**config.mk**
```make
export PLATFORM = sky130hd
export DESIGN_NAME = wb_stage
export DESIGN_NICKNAME = d
export VERILOG_FILES = /design/src/rtl/wb_stage.sv
export SDC_FILE = /design/constraint.sdc
export NUM_CORES = 1
export LEC_CHECK = 0
export CAP_MARGIN = 30
export CORE_MARGIN = 2
export CORE_UTILIZATION = 45
export CTS_BUF_LIST = sky130_fd_sc_hd__clkbuf_8
export DETAILED_ROUTE_END_ITERATION = 16
export GPL_TIMING_DRIVEN = 0
export HOLD_SLACK_MARGIN = 0.02
export PLACE_DENSITY = 0.67
export SYNTH_ARGS = -nofsm -noshare
export SYNTH_HDL_FRONTEND = slang
export SYNTH_SLANG_ARGS = --single-unit
```
**constraint.sdc**
```tcl
create_clock -name clk -period 9.16 [get_ports clk]
set_input_delay 0.916 -clock clk [delete_from_list [all_inputs] [get_ports clk]]
set_output_delay 0.916 -clock clk [all_outputs]
set_load 0.02 [all_outputs]
```
**src/rtl/wb_stage.sv**
```systemverilog
// wb_stage: two-slot VLIW writeback with 8x32 register file, ZNCV flags and 4 bypassed read ports.
// Optional retired-write counter enabled by defining WB_RETIRE_CNT_EN.
module wb_stage #(
  parameter int NUM_REGS = 8,
  parameter int DATA_W   = 32
) (
  input  logic              clk,
  input  logic              reset,
  input  logic              p4_alu_we,
  input  logic [2:0]        p4_alu_rd,
  input  logic [DATA_W-1:0] p4_alu_aluOut,
  input  logic              p4_mem_we,
  input  logic [2:0]        p4_mem_rd,
  input  logic [DATA_W-1:0] p4_mem_memOut,
  input  logic              p4_mem_byte,
  input  logic              p4_flag_we,
  input  logic              p4_flag_z,
  input  logic              p4_flag_n,
  input  logic              p4_flag_c,
  input  logic              p4_flag_v,
  input  logic [2:0]        id_rs0,
  input  logic [2:0]        id_rs1,
  input  logic [2:0]        id_rs2,
  input  logic [2:0]        id_rs3,
  output logic [DATA_W-1:0] id_rdata0,
  output logic [DATA_W-1:0] id_rdata1,
  output logic [DATA_W-1:0] id_rdata2,
  output logic [DATA_W-1:0] id_rdata3,
  output logic [3:0]        flags_out,
  output logic              wb_conflict,
  output logic [31:0]       retire_cnt
);
  logic [DATA_W-1:0] r_regs [NUM_REGS];
  logic [3:0]        r_flags;
  logic              r_conflict;
  logic [DATA_W-1:0] w_mem_data;
  logic              w_conflict;
  logic [2:0]        w_rs [4];
  logic [DATA_W-1:0] w_rdata [4];
  assign w_mem_data = p4_mem_byte ? {{(DATA_W-8){1'b0}}, p4_mem_memOut[7:0]} : p4_mem_memOut;
  assign w_conflict = p4_alu_we && p4_mem_we && p4_alu_rd == p4_mem_rd && p4_mem_rd != 3'd0;
  assign w_rs = '{id_rs0, id_rs1, id_rs2, id_rs3};
  // MEM bypass outranks ALU so reads agree with what a conflicting edge will store
  for (genvar g = 0; g < 4; g++) begin : g_rd
    assign w_rdata[g] = w_rs[g] == 3'd0 ? '0 :
                        (p4_mem_we && p4_mem_rd == w_rs[g]) ? w_mem_data :
                        (p4_alu_we && p4_alu_rd == w_rs[g]) ? p4_alu_aluOut :
                        r_regs[w_rs[g]];
  end
  assign id_rdata0   = w_rdata[0];
  assign id_rdata1   = w_rdata[1];
  assign id_rdata2   = w_rdata[2];
  assign id_rdata3   = w_rdata[3];
  assign flags_out   = r_flags;
  assign wb_conflict = r_conflict;
  // The MEM write comes last so it overrides the ALU write on a shared rd
  always_ff @(posedge clk or posedge reset) begin
    if (reset) begin
      for (int i = 0; i < NUM_REGS; i++) r_regs[i] <= '0;
      r_flags    <= 4'b0;
      r_conflict <= 1'b0;
    end else begin
      if (p4_alu_we && p4_alu_rd != 3'd0) r_regs[p4_alu_rd] <= p4_alu_aluOut;
      if (p4_mem_we && p4_mem_rd != 3'd0) r_regs[p4_mem_rd] <= w_mem_data;
      if (p4_flag_we) r_flags <= {p4_flag_z, p4_flag_n, p4_flag_c, p4_flag_v};
      r_conflict <= w_conflict;
    end
  end
`ifdef WB_RETIRE_CNT_EN
  logic [31:0] r_retire;
  always_ff @(posedge clk or posedge reset) begin
    if (reset) r_retire <= 32'h0;
    else r_retire <= r_retire + 32'(p4_alu_we) + 32'(p4_mem_we);
  end
  assign retire_cnt = r_retire;
`else
  assign retire_cnt = 32'h0;
`endif
endmodule
```
[Word level (Yosys, flattened, before mapping)]
Cells that the tools add are included.
Word-level totals
  word-level logic and storage cells: 87
  flip-flop bits (word level): 261
  input port bits: 92
  output and inout port bits: 165
Operators by class
  equal/unequal tests: 9
  magnitude comparators: 8
  reductions and logical operators: 21
  muxes and demuxes: 33
  bitwise operators: 6
Operators with widths (number)
  2-to-1 mux 32 bit: 23
  bitwise mux 256 bit: 2
  2-to-1 mux 256 bit: 2
  binary-select mux 32 bit (select 3 bit): 4
  demux 32 bit (select 3 bit): 2
  == test 3 bit: 9
  >= comparator 4 bit, second input constant: 6
  NOT 3 -> 4 bit: 6
  logical AND 1 bit: 15
  zero test 3 bit: 4
  less-than comparator 4 x 1 -> 1 bit, second input constant: 2
  nonzero test 3 bit: 2

[Depth between registers and ports, before layout]
  depth in word-level cells: 9
  mapped depth: 8
  mapped depth without buffers: 4

[Worst setup path before layout]
No wires, ideal clock.
  kind: input to output
  from: in id_rs1[1]
  to: out id_rdata1[10]
  arrival: 2341 ps
  slack: 5903 ps
  path buffers: 2
  data required time: 8244 ps
  stages: 6
  cells stage by stage: buf_2 > or3b_1 > a211oi_2 > o211ai_2 > buf_6 > o22ai_1
On the way
  cells in the longest elaborated chain, start to end: 7
  elaborated cells on any way between the ends: 12
  classes of those cells: eq/ne: 2; mux: 6; bitwise: 1; reduce/logical: 3
Ends and longest elaborated chain
  from (decl): line 22  | input logic [2:0] id_rs1,
  NOT 3 -> 4 bit (implied by the code): line 48  | r_regs[w_rs[g]];
  binary-select mux 32 bit (select 3 bit): line 48
  2-to-1 mux 32 bit (implied by the code) (2 in a row): line 48
  2-to-1 mux 32 bit: line 47  | (p4_alu_we && p4_alu_rd == w_rs[g]) ? p4_alu_aluOut :
  2-to-1 mux 32 bit: line 46  | (p4_mem_we && p4_mem_rd == w_rs[g]) ? w_mem_data :
  2-to-1 mux 32 bit *: line 45  | assign w_rdata[g] = w_rs[g] == 3'd0 ? '0 :
  to (decl): line 26  | output logic [DATA_W-1:0] id_rdata1,
Every way passes the cells marked *; elsewhere a longest branch is shown, timed or not. The select of a mux whose other input is x is not followed.

[Final worst setup path]
  from: in id_rs0[2]
  to: out id_rdata0[29]
On the way
  cells in the longest elaborated chain, start to end: 7
  elaborated cells on any way between the ends: 12
  classes of those cells: eq/ne: 2; mux: 6; bitwise: 1; reduce/logical: 3
Ends and longest elaborated chain
  from (decl): line 21  | input logic [2:0] id_rs0,
  NOT 3 -> 4 bit (implied by the code): line 48
  binary-select mux 32 bit (select 3 bit): line 48
  2-to-1 mux 32 bit (implied by the code) (2 in a row): line 48
  2-to-1 mux 32 bit: line 47
  2-to-1 mux 32 bit: line 46
  2-to-1 mux 32 bit *: line 45
  to (decl): line 25  | output logic [DATA_W-1:0] id_rdata0,
Marks and branches as above.

==> run summary <==
CP startpoint kind - input pin
Synth top area cells - dfrtp_1 27%, mux2i_1 27%, o22ai_1 6.7%
Largest net degree at the start of global routing - 120
Status - completed
Most common cell after layout, fill and taps aside - mux2i_1
Row Count - 79
IO Count - 257
Reg2reg end - r_regs[222]
Layout Nets - 2,919
Synthesized instance count - 2,524
Final Power - 4690 µW
Worst path top cell family by delay - buffers and inverters
CTS tree - yes
Fmax achieved - 180 MHz
Period utilisation layout - 0.606
Root Buffer Master - clkbuf_8
Worst-Margin Slew - 1.21 ns
R2R depth - 2
Crit-path most repeated cell - clkdlybuf4s50_1
Clk Latency, worst-skew pair - 0.66 ns
CP Capture Type - output port
Slew HR - 0.196
Flops & latches, synth - 229
Count of clock tree sinks - 229
Longest Clk Path Bufs - 3
Max incr delay on CP - 0.80 ns
DR vias - 25,000
Worst Skew - 0 ns
Slew Limit Fails - 0
Fin crit period - 5.55 ns
Pwr per Cell Area - 185 nW/µm²
Post-route ant nets - 0
All-Layer GR Usage - 0.478
Worst Path Buf+Inv - 5
CTS Hold Buffers Added - 0
Final HPWL from detailed placement - 84.1 mm
Design Area, Final - 25,300 µm²
Synthesized area - 21,200 µm²
Die width - 221 µm
CTS Buf Count - 46
RSZ-0062 raised after global routing - no
Count of different cell masters after synthesis - 48
Post-CTS setup buffers - 0
YS warnings - 0
Max H-tree Level - 2
P&R area growth vs syn - 19.6%
Wire per inst - 35.3 µm
Core box area - 46,600 µm²
Post-layout util - 0.544
Syn_area_per_cell - 8.40 µm²
FF-to-FF setup slack - 8.24 ns
Initial Utilization - 0.455
Static Leak - 0.0111 µW
Post-CTS Resized - 0
WS Path Type - input pin to output port
Die H - 221 µm
Area fraction of the dominant cell type after synthesis - 0.270
Vias in the first global route - 23,700
Final setup fails - 0
Worst EP required - 8.24 ns
Grt ovf - 0
Sequential share of the synthesized area - 0.270
Routed WL - 122 mm
Area after DPL - 24,300 µm²
# DRC - 0
Most frequent cells in the layout - 570 x mux2i_1, 256 x nor2_1, 229 x dfrtp_1, 226 x o22ai_1, 204 x clkdlybuf4s50_1
Final Hold Vio Count - 0
Die area - 48,800 µm²
Max-cap viol count - 0
CP Data Arrival Time - 4.63 ns
Vias per cell - 7.19
Max VDD drop - 121 µV
Routability cong. - 1.05
Critical path cell sequence - clkdlybuf4s50_1 -> buf_2 -> nor3_1 -> a41oi_1 -> buf_4 -> clkbuf_1 -> o21ai_0 -> o22ai_1 -> clkdlybuf4s50_1
TritonRoute pass-1 iters - 7
Fraction of layout cells with a size suffix above 1 - 0.106
DRT iter0 DRCs - 4,177
CTS clock-pin slew for the worst setup and hold paths - 0.06 ns
First-pass GRT wire length - 171 mm
Max Fanout on Critical Path - 10
Hold/Removal Path Class - input pin to async pin
Critical R2R Launch - r_regs[222]
Initial antenna violation count - 8
Setup TNS - 0 ns
Slowest cell on the critical path - clkbuf_1
Dominant cell type by area after synthesis - dfrtp_1
# port buffers - 204
## layout make-up
type	count	area, µm²
Clock buffer	59	812
Tap cell	607	759
Sequential cell	229	5730
Fill cell	4414	21200
Multi-Input combinational cell	1995	13900
Antenna cell	4	10.0
Timing Repair Buffer	224	2340
Inverter	10	45.0
Clock inverter	23	104
Buffer	321	1670
## registers in the layout (all words and copies together), names as in the netlist
| register | count |
|---|---|
| wb_conflict | 1 |
| flags_out | 4 |
| r_regs | 224 |
## Yosys cell counts (all sizes together)
cell / count
inv: 10
clkbuf: 149
nand4: 7
mux2: 4
nor4bb: 2
and3: 4
and4: 4
and4bb: 1
nor2: 256
a211oi: 152
xor2: 1
dfrtp: 229
or3: 1
nand3: 4
o21ai: 224
nand2: 110
a41oi: 4
xnor2: 25
nand2b: 56
nand4b: 4
mux2i: 570
nor3: 115
a21oi: 128
mux4: 19
conb: 1
o21bai: 1
buf: 172
or3b: 4
nor4b: 1
o2111ai: 1
o22ai: 237
o211ai: 4
nor2b: 24
## per-stage QoR
stage,cells,worst slack [ns],hold WS (ns)
2_1_floorplan,2555,1.97,0.567
3_3_place_gp,3366,-1.59,0.496
3_5_place_dp,3379,3.93,0.505
4_1_cts,3461,3.89,0.524
5_1_grt,3468,3.72,0.533
6_report,3472,3.61,0.515
## where the power goes
group | total (µW) | internal [µW] | switching [µW]
registers | 1600 | 1230 | 371
clock network | 1110 | 576 | 535
logic | 1980 | 837 | 1140
total | 4690 | 2640 | 2050
## layer usage
metal | GRT usage | vias to the layer above | part of all wire
li1 | - | 9893 | -
met4 | 0.315 | 6 | 0.076
met5 | 0 | - | 0.00033
met3 | 0.201 | 690 | 0.16
met1 | 0.592 | 11900 | 0.36
met2 | 0.678 | 2502 | 0.41
## logic make-up after synthesis
group	count (synthesis)	synth area share
multiplexers	593	0.292
other	1	0.000177
AND/OR/NAND/NOR	593	0.129
flip-flops	229	0.270
AO/OA/AOI/OAI	751	0.217
buffers and inverters	331	0.0808
XOR/XNOR	26	0.0115
## worst reg2reg max path, stage by stage (launching register included)
cell and delay [ns]:
dfrtp_1 0.48, mux2i_1 0.20, o21ai_1 0.08
## worst max-delay path by stage
stage               endpoint  cells after the start      start  slack (ns)
3_3_place_gp     r_regs[112]                      2      reset       -1.59
4_1_cts        id_rdata1[28]                      8  id_rs1[2]        3.89
2_1_floorplan   flags_out[0]                      1      reset        1.97
6_report       id_rdata0[29]                      9  id_rs0[2]        3.61
5_1_grt        id_rdata1[28]                      8  id_rs1[2]        3.72
3_5_place_dp   id_rdata1[19]                      8  id_rs1[2]        3.93
No activity file was read; power rests on OpenSTA's default activity.
